<file path="src/rtl/fmac.sv">
// Pipelined signed multiply / multiply-accumulate with saturating accumulator
// and saturating narrowed result; clock_enable freezes the whole pipeline.
module fmac #(
  parameter int WIDTH     = 16,
  parameter int ACC_WIDTH = 32,
  parameter int PIPE      = 4,
  parameter int FRAC      = 0
) (
  input  logic                        clock,
  input  logic                        reset,
  input  logic                        clock_enable,
  input  logic                        in_valid,
  input  logic signed [WIDTH-1:0]     a,
  input  logic signed [WIDTH-1:0]     b,
  input  logic                        acc_en,
  input  logic                        acc_clear,
  output logic                        out_valid,
  output logic signed [WIDTH-1:0]     res,
  output logic signed [ACC_WIDTH-1:0] acc,
  output logic                        res_sat,
  output logic                        acc_ovf
);

  if (WIDTH < 4 || WIDTH > 32) begin : g_bad_width
    $error("fmac: WIDTH must be in 4..32");
  end
  if (ACC_WIDTH < 2*WIDTH) begin : g_bad_acc
    $error("fmac: ACC_WIDTH must be >= 2*WIDTH");
  end
  if (PIPE < 2 || PIPE > 8) begin : g_bad_pipe
    $error("fmac: PIPE must be in 2..8");
  end
  if (FRAC < 0 || FRAC > 2*WIDTH-1) begin : g_bad_frac
    $error("fmac: FRAC must be in 0..2*WIDTH-1");
  end

  localparam int PW = 2*WIDTH;
  localparam logic signed [ACC_WIDTH-1:0] ACC_MAX = {1'b0, {(ACC_WIDTH-1){1'b1}}};
  localparam logic signed [ACC_WIDTH-1:0] ACC_MIN = {1'b1, {(ACC_WIDTH-1){1'b0}}};
  localparam logic signed [ACC_WIDTH-1:0] RES_MAX = {{(ACC_WIDTH-WIDTH+1){1'b0}}, {(WIDTH-1){1'b1}}};
  localparam logic signed [ACC_WIDTH-1:0] RES_MIN = {{(ACC_WIDTH-WIDTH+1){1'b1}}, {(WIDTH-1){1'b0}}};

  typedef struct packed {
    logic vld;
    logic acc_en;
    logic clr;
  } ctl_t;

  // Control travels alongside the data; stage 0 is the operand register.
  ctl_t                    vld_pipe_q [PIPE-1];
  logic signed [WIDTH-1:0] a_q, b_q;
  logic signed [PW-1:0]    mul, fin_prod;
  ctl_t                    fin;

  assign mul = PW'(a_q) * PW'(b_q);
  assign fin = vld_pipe_q[PIPE-2];

  always_ff @(posedge clock) begin
    if (!reset) begin
      a_q <= '0;
      b_q <= '0;
      for (int i = 0; i < PIPE-1; i++) vld_pipe_q[i] <= '0;
    end else if (clock_enable) begin
      a_q <= a;
      b_q <= b;
      vld_pipe_q[0] <= '{vld: in_valid, acc_en: acc_en, clr: acc_clear};
      for (int i = 1; i < PIPE-1; i++) vld_pipe_q[i] <= vld_pipe_q[i-1];
    end
  end

  if (PIPE == 2) begin : g_prod_comb
    assign fin_prod = mul;
  end else begin : g_prod_reg
    logic signed [PW-1:0] prod_q [1:PIPE-2];
    always_ff @(posedge clock) begin
      if (!reset) begin
        for (int i = 1; i <= PIPE-2; i++) prod_q[i] <= '0;
      end else if (clock_enable) begin
        prod_q[1] <= mul;
        for (int i = 2; i <= PIPE-2; i++) prod_q[i] <= prod_q[i-1];
      end
    end
    assign fin_prod = prod_q[PIPE-2];
  end

  logic                        out_valid_q, out_valid_d;
  logic signed [WIDTH-1:0]     res_q, res_d;
  logic signed [ACC_WIDTH-1:0] acc_q, acc_d;
  logic                        res_sat_q, res_sat_d;
  logic                        acc_ovf_q, acc_ovf_d;

  logic signed [ACC_WIDTH-1:0] prod_ext, sum_sat, acc_new, narrow_src, shifted;
  logic signed [ACC_WIDTH:0]   sum;
  logic                        sum_ovf, clamp_hi, clamp_lo;

  // Final stage: the accumulator feeds back from its own register, so
  // back-to-back accumulates see the previous result without a stall.
  always_comb begin
    prod_ext    = ACC_WIDTH'(fin_prod);
    sum         = (ACC_WIDTH+1)'(acc_q) + (ACC_WIDTH+1)'(prod_ext);
    sum_ovf     = sum[ACC_WIDTH] != sum[ACC_WIDTH-1];
    sum_sat     = sum_ovf ? (sum[ACC_WIDTH] ? ACC_MIN : ACC_MAX) : sum[ACC_WIDTH-1:0];
    acc_new     = fin.clr ? prod_ext : sum_sat;
    narrow_src  = fin.acc_en ? acc_new : prod_ext;
    shifted     = narrow_src >>> FRAC;
    clamp_hi    = shifted > RES_MAX;
    clamp_lo    = shifted < RES_MIN;

    out_valid_d = fin.vld;
    res_d       = res_q;
    acc_d       = acc_q;
    res_sat_d   = res_sat_q;
    acc_ovf_d   = acc_ovf_q;
    if (fin.vld) begin
      res_sat_d = clamp_hi | clamp_lo;
      res_d     = clamp_hi ? RES_MAX[WIDTH-1:0] :
                  clamp_lo ? RES_MIN[WIDTH-1:0] : shifted[WIDTH-1:0];
      if (fin.acc_en) begin
        acc_d     = acc_new;
        acc_ovf_d = fin.clr ? 1'b0 : (acc_ovf_q | sum_ovf);
      end
    end
  end

  always_ff @(posedge clock) begin
    if (!reset) begin
      out_valid_q <= 1'b0;
      res_q       <= '0;
      acc_q       <= '0;
      res_sat_q   <= 1'b0;
      acc_ovf_q   <= 1'b0;
    end else if (clock_enable) begin
      out_valid_q <= out_valid_d;
      res_q       <= res_d;
      acc_q       <= acc_d;
      res_sat_q   <= res_sat_d;
      acc_ovf_q   <= acc_ovf_d;
    end
  end

  assign out_valid = out_valid_q;
  assign res       = res_q;
  assign acc       = acc_q;
  assign res_sat   = res_sat_q;
  assign acc_ovf   = acc_ovf_q;

endmodule
</file>
<file path="config.mk">
export PLATFORM = sky130hd
export DESIGN_NAME = fmac
export DESIGN_NICKNAME = d
export VERILOG_FILES = /design/src/rtl/fmac.sv
export SDC_FILE = /design/constraint.sdc
export NUM_CORES = 1
export LEC_CHECK = 0
export ABC_CLOCK_PERIOD_IN_PS = 7300
export BUFFER_PORTS_ARGS = -buffer_cell sky130_fd_sc_hd__buf_2
export CAP_MARGIN = 20
export CORE_MARGIN = 3
export CORE_UTILIZATION = 32
export CTS_CLUSTER_SIZE = 10
export DETAILED_ROUTE_END_ITERATION = 6
export PLACE_DENSITY = 0.5
export SKIP_LAST_GASP = 1
export SLEW_MARGIN = 25
export SYNTH_ARGS = -nofsm -noshare
export SYNTH_HDL_FRONTEND = slang
export SYNTH_SLANG_ARGS = --single-unit
</file>
<file path="constraint.sdc">
create_clock -name clock -period 7.3 [get_ports clock]
set_clock_uncertainty 0.15 [all_clocks]
set_input_delay 1.46 -clock clock [delete_from_list [all_inputs] [get_ports clock]]
set_output_delay 1.46 -clock clock [all_outputs]
set_load 0.02 [all_outputs]
</file>
Yosys cells after proc, flatten, opt, wreduce, memory -nomap -nowiden
Memories as Yosys holds them, arrays and structs flattened.
Cells that the tools add are included.
{"block": "op_classes", "n_mul": 1, "reduce_logical": 2, "muxes": 16, "n_addsub": 1, "order_cmp": 2, "eq_ne": 1, "bitwise": 7}
{"operator": "32-bit 2-to-1 mux", "n": 6}
{"operator": "32-bit by 32-bit adder with 33-bit output", "n": 1}
{"operator": "32-bit by 16-bit greater-than comparator with 1-bit output (second input constant)", "n": 1}
{"operator": "32-bit by 16-bit less-than comparator with 1-bit output (second input constant)", "n": 1}
{"operator": "16-bit by 16-bit multiplier with 32-bit output", "n": 1}
{"operator": "16-bit 2-to-1 mux", "n": 2}
{"operator": "3-bit 2-to-1 mux", "n": 3}
{"operator": "1-bit bitwise OR", "n": 7}
{"operator": "1-bit 2-to-1 mux", "n": 5}
{"operator": "3-bit AND reduction", "n": 1}
{"operator": "2-bit AND reduction", "n": 1}
{"operator": "1-bit inequality test", "n": 1}
{"block": "totals", "regBits": 83, "mem_count": 2, "inputBits": 38, "ram_bits": 73}
{"memory": "g_prod_reg.prod_q", "depth": 2, "word_bits": 32, "rd": 2, "rd_clocked_by_memory_dff": 0, "wr": 2, "line_no": "74", "text": "logic signed [PW-1:0] prod_q [1:PIPE-2];"}
{"memory": "vld_pipe_q", "depth": 3, "word_bits": 3, "rd": 3, "rd_clocked_by_memory_dff": 0, "wr": 3, "line_no": "50", "text": "ctl_t vld_pipe_q [PIPE-1];"}

Depth between registers and ports, before layout
Gate-level depths: netlist of run 1.
{"block": "logic_depth", "ltp_word": 8, "mapped_depth": 26}

Worst setup path after synthesis of run 1
No wires, ideal clock.
{"block": "synth_path", "path_type": "register to register", "from": "register a_q[15]", "to": "memory g_prod_reg.prod_q[1][31] in the netlist's numbering (data pin)", "setup_time_ns": 0.263, "stages_incl_launch_ff": 24, "arrival_time_ns": 6.394, "n_path_buf": 1, "setup_slack_ns": 0.494, "path_cell_list": "dfxtp_1 > clkbuf_1 > nand2_1 > inv_1 > fa_1 > fa_1 > fa_1 > fa_1 > fa_1 > inv_1 > fa_1 > inv_1 > ha_1 > a21o_1 > a21o_1 > a21o_1 > a21o_1 > a21o_1 > a21o_1 > a221oi_1 > o221ai_1 > o41ai_1 > xnor2_1 > nor2_1"}
{"item": "start, declared", "line_no": "51", "text": "logic signed [WIDTH-1:0] a_q, b_q;"}
{"item": "start signal, assigned", "line_no": "60", "text": "a_q <= '0;"}
{"item": "start signal, assigned", "line_no": "64", "text": "a_q <= a;"}
{"item": "end, declared", "line_no": "74"}

==> flow_summary_export.csv, run 1 <==
group,metric,value,unit
die,die_h,244.2,um
worst_setup_path,crit_family,"adder cells",
worst_setup_path,slowest_delay,0.62,ns
sta,slew_viol_final,0,
yosys,synth_seq_cells,156,
route,drt-initial-drc-count,624,
grt,antenna_found_initial,2,
grt,grt_max_degree,74,
worst_setup_path,crit_path_frequent_cell,"fa_1",
worst_setup_path,cp.arrival,6.99,ns
grt,grtUsageMet3,3.059,%
yosys,yosysWarnings,0,
sta,worstMarginPinSlew,0.9435,ns
run,maxCapViolations,0,
worst_setup_path,reg2reg_depth,22,
clock_network,path_clk_slew,0.07,ns
grt,grt_util_met2,27.53,%
worst_setup_path,worst-path-buf-inv,4,
worst_setup_path,required,7.33,ns
route,routed_wl,47.74,mm
yosys,syn_inst,1938,
worst_setup_path,slowest_stage,"dfxtp_1",
cells_and_area,mostFrequentLayoutCells,"inv_1 (303), fa_1 (263), nand2_1 (209)",
worst_setup_path,worstSetupPathType,"reg -> reg",
sta,slew_headroom,37.10,%
worst_setup_path,crit_chain,"buf_4 > nand2_1 > fa_1 > inv_1 > fa_1 > fa_1 > fa_1 > fa_1 > inv_1 > fa_1 > inv_1 > ha_1 > a21o_1 > a21o_1 > a21o_1 > a21o_1 > a21o_1 > a221oi_1 > o221ai_1 > o41ai_1 > xnor2_1 > nor2_1",
yosys,synth_top_area_cell,"fa_1",
grt,grt-ovfl-total,0,
die,num_rows,86,
cells_and_area,diodes,0,
die,io_pins,89,
route,num_vias,13330,
clock_network,cts_tree,"done",
placed_design,io_buffers,88,
clock_network,clock_sinks,156,
clock_network,postCtsSetupBuffers,0,
power,power.leakage,9.720,nW
sta,setup_viol,0,
yosys,synth.top_cell.area_share,29.00,%
worst_setup_path,start_kind,"flop",
yosys,synth_edf_count,73,
route,dr.pass1.iters,5,
grt,grt_pass1_wl,78.96,mm
sta,post-route-period-util,95.22,%
placed_design,place.gp.congestion,0.8861,
yosys,postSynth.asyncResetShare,0,%
worst_hold_path,min_path_cells,2,
yosys,syn_area,0.01815,mm2
outcome,status,"complete, no violations",
route,drc_errors,0,
yosys,synth.distinct_cells,69,
cells_and_area,final_core_util,36.10,%
clock_network,cts_max_path_buffers,2,
yosys,synthTopCellsByArea,"fa_1 (29%), edfxtp_1 (12%), dfxtp_1 (9.2%), ha_1 (8.0%), inv_1 (6.3%)",
die,die-area,0.05963,mm2
sta,fmax,0.1439,GHz
power,powerDensity,146.0,mW/mm2
clock_network,htree_levels,4,
sta,hold_violations,0,
route,wire_per_inst,17.31,um
clock_network,numCtsBuffers,17,
grt,grtUsageMet1,22.89,%
clock_network,clock_latency,0.47,ns
cells_and_area,drive_gt1_share,9.751,%
yosys,synth.net_count,2355,
die,fp.dieW,244.2,um
cells_and_area,final_common_cell,"inv_1",
placed_design,hpwl,38.13,mm
worst_setup_path,path_max_fanout,10,
worst_setup_path,endpoint_kind,"flop",
clock_network,clockRootBuffer,"clkbuf_16",
grt,grt_pass1_vias,14190,
yosys,ys_seq_area_share,21.23,%
cells_and_area,fin_nets,2414,
power,ir_worst_vdd,0.0002034,V
cells_and_area,area_delta_synth_final,10.61,%
grt,grt_usage,16.71,%
die,core,0.05563,mm2
route,avgViaCountPerCell,4.833,
grt,grt-busiest-layer,"met2",
die,initial_core_util,32.63,%
route,ant_nets,0,
worst_setup_path,cp.depth,22,
sta,hold_ws,0.3212,ns
worst_hold_path,hold_class,"reg -> reg",
sta,finalCriticalPeriod,6.951,ns
cells_and_area,fill_cells,5762,
yosys,synth_ff_type,"dfxtp_1",
yosys,avgSynthCellArea,9.368,um2
==> logic make-up after synthesis <==
family,count (synthesis),share of synthesized area (%)
AOI/OAI and AO/OA,284,10.81
xor gates and xnor gates,54,2.605
adders and majority gates,379,37.00
buffers and inverters,392,8.180
DFF,156,21.23
muxes,52,2.922
and+or+nand+nor,621,17.26
==> layer usage <==
layer	vias up	share of wire [%]
met4	0	1.5
met5	-	0
met1	6592	47
met3	48	5.0
li1	6381	-
met2	308	47
==> registers in the layout, indices dropped and copies added (netlist names) <==
name,count
a_q,16
acc,32
acc_ovf,1
b_q,16
g_prod_reg.prod_q,64
out_valid,1
res,16
res_sat,1
vld_pipe_q,9
==> power by group <==
part,total (mW),switching [mW],internal [mW]
clock network,0.887,0.409,0.478
registers,1.06,0.0708,0.985
logic,0.989,0.589,0.400
total,2.93,1.07,1.86
==> worst register-to-register path, stage by stage, from the launching register on <==
cell	delay, ns
dfxtp_1	0.62
buf_4	0.28
nand2_1	0.09
fa_1	0.51
inv_1	0.05
fa_1	0.57
fa_1	0.46
fa_1	0.47
fa_1	0.50
inv_1	0.05
fa_1	0.47
inv_1	0.04
ha_1	0.35
a21o_1	0.18
a21o_1	0.18
a21o_1	0.17
a21o_1	0.17
a21o_1	0.16
a221oi_1	0.39
o221ai_1	0.23
o41ai_1	0.34
xnor2_1	0.17
nor2_1	0.06
==> cell type report <==
class	count	area [um2]	share of cell area, %
multi-input cells	1390	12830	63.87
clock buffers	19	432.9	2.156
repair buffers	128	745.7	3.714
flip-flops and latches	156	3867	19.26
inverters	304	1141	5.683
well taps	748	935.9	4.661
clock inverters	13	131.4	0.6542
==> stage by stage <==
| step | area, um2 | total power [mW] | std cells | TNS, ns | setup WS, ns |
|---|---|---|---|---|---|
| 4_1_cts | 20070 | 2.981 | 2758 | 0 | 0.1766 |
| 2_1_floorplan | 18150 | 1.787 | 1938 | 0 | 0.4935 |
| 6_report | 20080 | 2.931 | 2758 | 0 | 0.3490 |
| 3_5_place_dp | 19500 | 2.068 | 2726 | 0 | 0.1852 |
| 5_1_grt | 20080 | 3.161 | 2758 | -0.007835 | -0.007835 |
| 3_3_place_gp | 19500 | 2.060 | 2726 | 0 | 0.2619 |
==> final timing paths <==
kind	start	to	slack [ns]
max	b_q[11]	g_prod_reg.prod_q[1][31]	0.35
min	res[15]	res[15]	0.32
max reg2reg	b_q[11]	g_prod_reg.prod_q[1][31]	0.35
min reg2reg	res[15]	res[15]	0.32
==> synth_stat cells (19+ instances only) <==
cell type	instances
inv_1	303
fa_1	263
nand2_1	209
and2_1	140
ha_1	116
nor2_1	86
dfxtp_1	83
clkbuf_1	81
edfxtp_1	73
a21oi_1	60
o21ai_0	60
and3_1	57
mux2i_1	47
nor2b_1	45
a21o_1	34
xnor2_1	32
xor2_1	22
a21boi_0	21
nand2b_1	19
==> timing repair <==
| action | in CTS | in global routing |
|---|---|---|
| setup endpoints to repair | 0 | 1 |
| gates resized for setup | 0 | 11 |
| hold buffers | 0 | 0 |
(Power assumes the default switching activity.)
==> run 2, diff against run 1 <==
--- a/config.mk
+++ b/config.mk
@@ -8,11 +8,13 @@
 export ABC_CLOCK_PERIOD_IN_PS = 7300
 export BUFFER_PORTS_ARGS = -buffer_cell sky130_fd_sc_hd__buf_2
 export CAP_MARGIN = 20
+export CELL_PAD_IN_SITES_DETAIL_PLACEMENT = 0
+export CELL_PAD_IN_SITES_GLOBAL_PLACEMENT = 1
 export CORE_MARGIN = 3
 export CORE_UTILIZATION = 32
 export CTS_CLUSTER_SIZE = 10
 export DETAILED_ROUTE_END_ITERATION = 6
-export PLACE_DENSITY = 0.5
+export PLACE_DENSITY = 0.6
 export SKIP_LAST_GASP = 1
 export SLEW_MARGIN = 25
 export SYNTH_ARGS = -nofsm -noshare
==> flow_summary_export.csv, run 2 (synthesis gave the netlist of run 1 again) <==
group,metric,value,unit
outcome,status,"complete, no violations",
route,drt-initial-drc-count,544,
grt,grt-ovfl-total,0,
cells_and_area,finalInstanceArea,0.02014,mm2
placed_design,hpwl,40.16,mm
cells_and_area,mostFrequentLayoutCells,"inv_1 (303), fa_1 (263), nand2_1 (208)",
route,routed_wl,49.96,mm
route,ant_nets,0,
worst_setup_path,worstSetupPathType,"reg -> reg",
worst_setup_path,cp.arrival,6.96,ns
cells_and_area,diodes,0,
worst_setup_path,path_max_fanout,12,
grt,grt_pass1_vias,14500,
worst_setup_path,slowest_delay,0.66,ns
die,die_h,244.2,um
sta,slew_headroom,36.54,%
cells_and_area,top_register,"g_prod_reg.prod_q",
die,core,0.05563,mm2
worst_setup_path,rr_endpoint,"g_prod_reg.prod_q[1][31]",
run,maxCapViolations,0,
placed_design,dp_slack,0.3004,ns
worst_setup_path,start_kind,"flop",
sta,fin_ws,0.4048,ns
cells_and_area,largest_reg_flops,64,
grt,grt_max_degree,97,
die,initial_core_util,32.63,%
route,avgViaCountPerCell,4.854,
die,die-area,0.05963,mm2
worst_hold_path,hold_end,"res[15]",
sta,fmax,0.1450,GHz
worst_setup_path,slowest_stage,"dfxtp_1",
clock_network,clock_sinks,156,
die,num_rows,86,
grt,grt_pass1_wl,81.83,mm
clock_network,htree_levels,4,
worst_hold_path,min_from,"res[15]",
placed_design,io_buffers,88,
sta,finalCriticalPeriod,6.895,ns
route,wire_per_inst,18.11,um
worst_setup_path,r2r_slack,0.40,ns
worst_setup_path,rr_startpoint,"b_q[9]",
cells_and_area,fin_nets,2415,
cells_and_area,drive_gt1_share,9.851,%
clock_network,cts_tree,"done",
power,switching_share,36.23,%
route,dr.pass1.iters,5,
power,power.leakage,9.747,nW
power,clock_power_share,32.1,%
sta,post-route-period-util,94.45,%
cells_and_area,area_delta_synth_final,10.92,%
grt,antenna_found_initial,3,
power,ir_worst_vdd,0.0002134,V
sta,setup_viol,0,
clock_network,clockRootBuffer,"clkbuf_16",
cells_and_area,final_common_cell,"inv_1",
power,comb_power_share,33.1,%
clock_network,hold_buffers,0,
placed_design,postPlaceCellArea,0.01951,mm2
power,switchingPower,1.101,mW
route,drc_errors,0,
worst_setup_path,endpoint_kind,"flop",
sta,hold_violations,0,
sta,rsz0062_at_grt,"false",
sta,slew_viol_final,0,
worst_setup_path,reg2reg_depth,22,
clock_network,numCtsBuffers,17,
worst_setup_path,crit_chain,"nand2_1 > fa_1 > inv_1 > fa_1 > fa_1 > fa_1 > fa_1 > inv_1 > fa_1 > inv_1 > ha_1 > a21o_1 > a21o_1 > a21o_1 > a21o_1 > a21o_1 > a21o_1 > a221oi_1 > o221ai_1 > o41ai_1 > xnor2_1 > nor2_1",
die,fp.dieW,244.2,um
sta,worstMarginPinSlew,0.9520,ns
clock_network,cts_max_path_buffers,2,
route,num_vias,13390,
grt,grt_usage,17.57,%
placed_design,place.gp.congestion,0.8778,
worst_setup_path,required,7.36,ns
power,powerDensity,150.9,mW/mm2
clock_network,path_clk_slew,0.07,ns
sta,final.setup.tns,0,ns
worst_hold_path,min_path_cells,2,
power,power,3.038,mW
power,seq_power_share,34.8,%
die,io_pins,89,
worst_hold_path,hold_class,"reg -> reg",
power,p_int,1.938,mW
clock_network,clock_latency,0.49,ns
==> run 2: cell count changes in the layout (fill, tap and decap cells not counted), sizes merged <==
cell	delta
bufinv	+2
buf	+1
clkbuf	-1
clkinvlp	-1
inv	-1
==> run 2: how the worst max path moves through the flow <==
stage	from	end	slack (ns)	cells after the start
after floorplan	a_q[15]	g_prod_reg.prod_q[1][31]	0.49	23
after global placement	a_q[6]	g_prod_reg.prod_q[1][31]	0.40	22
after detailed placement	b_q[12]	g_prod_reg.prod_q[1][31]	0.30	22
after CTS	b_q[12]	g_prod_reg.prod_q[1][31]	0.29	22
after global routing	b_q[9]	g_prod_reg.prod_q[1][31]	0.004	22
final	b_q[9]	g_prod_reg.prod_q[1][31]	0.40	22
==> run 2: per-layer routing <==
metal / global-route usage [%] / vias to the layer above / routed length, um / part of all wire (%)
met3: 2.851 / 57 / 1563 / 3.1
li1: - / 6379 / - / -
met2: 30.99 / 233 / 24920 / 50
met5: 0 / - / 0 / 0
met4: 4.193 / 0 / 887 / 1.8
met1: 22.47 / 6718 / 22590 / 45
==> run 2: what timing repair did <==
action                                  CTS  global route
resized for setup                         0            10
endpoints found under the setup margin    0             3
setup buffers                             0             0
==> run 2: stage by stage <==
stage / util [%] / hold WS [ns] / std cells
after floorplan: - / 0.3840 / 1938
after global placement: 35.07 / 0.3106 / 2727
after detailed placement: 35.07 / 0.3130 / 2727
after CTS: 36.17 / 0.3256 / 2758
after global routing: 36.20 / 0.3486 / 2758
final: 36.20 / 0.3165 / 2758
==> run 2: cell type report <==
class | count | area, um2
clock buffers | 18 | 429.2
clock inverters | 13 | 181.4
fillers | 5739 | 35490
inverters | 304 | 1141
multi-input cells | 1390 | 12830
flip-flops and latches | 156 | 3866
well taps | 748 | 935.9
repair buffers | 129 | 753.2
==> run 2: power groups by stage <==
| stage | sequential (mW) | clock (mW) | combinational [mW] |
|---|---|---|---|
| 6_report | 1.06 | 0.974 | 1.01 |
| 5_1_grt | 1.07 | 1.03 | 1.16 |
| 4_1_cts | 1.06 | 1.01 | 1.02 |
| 3_5_place_dp | 1.08 | 0 | 1.01 |
| 3_3_place_gp | 1.07 | 0 | 1.01 |
| 2_1_floorplan | 1.04 | 0 | 0.746 |
==> run 2: worst max-delay path: cells and delay by family (launching register included) <==
family / cells / cell delay [ns]
AO/OA/AOI/OAI: 9 / 1.96
XOR/XNOR: 1 / 0.18
adder cells (fa/ha/maj): 7 / 3.32
buffers and inverters: 3 / 0.16
flip-flops: 1 / 0.66
AND/OR/NAND/NOR: 2 / 0.19
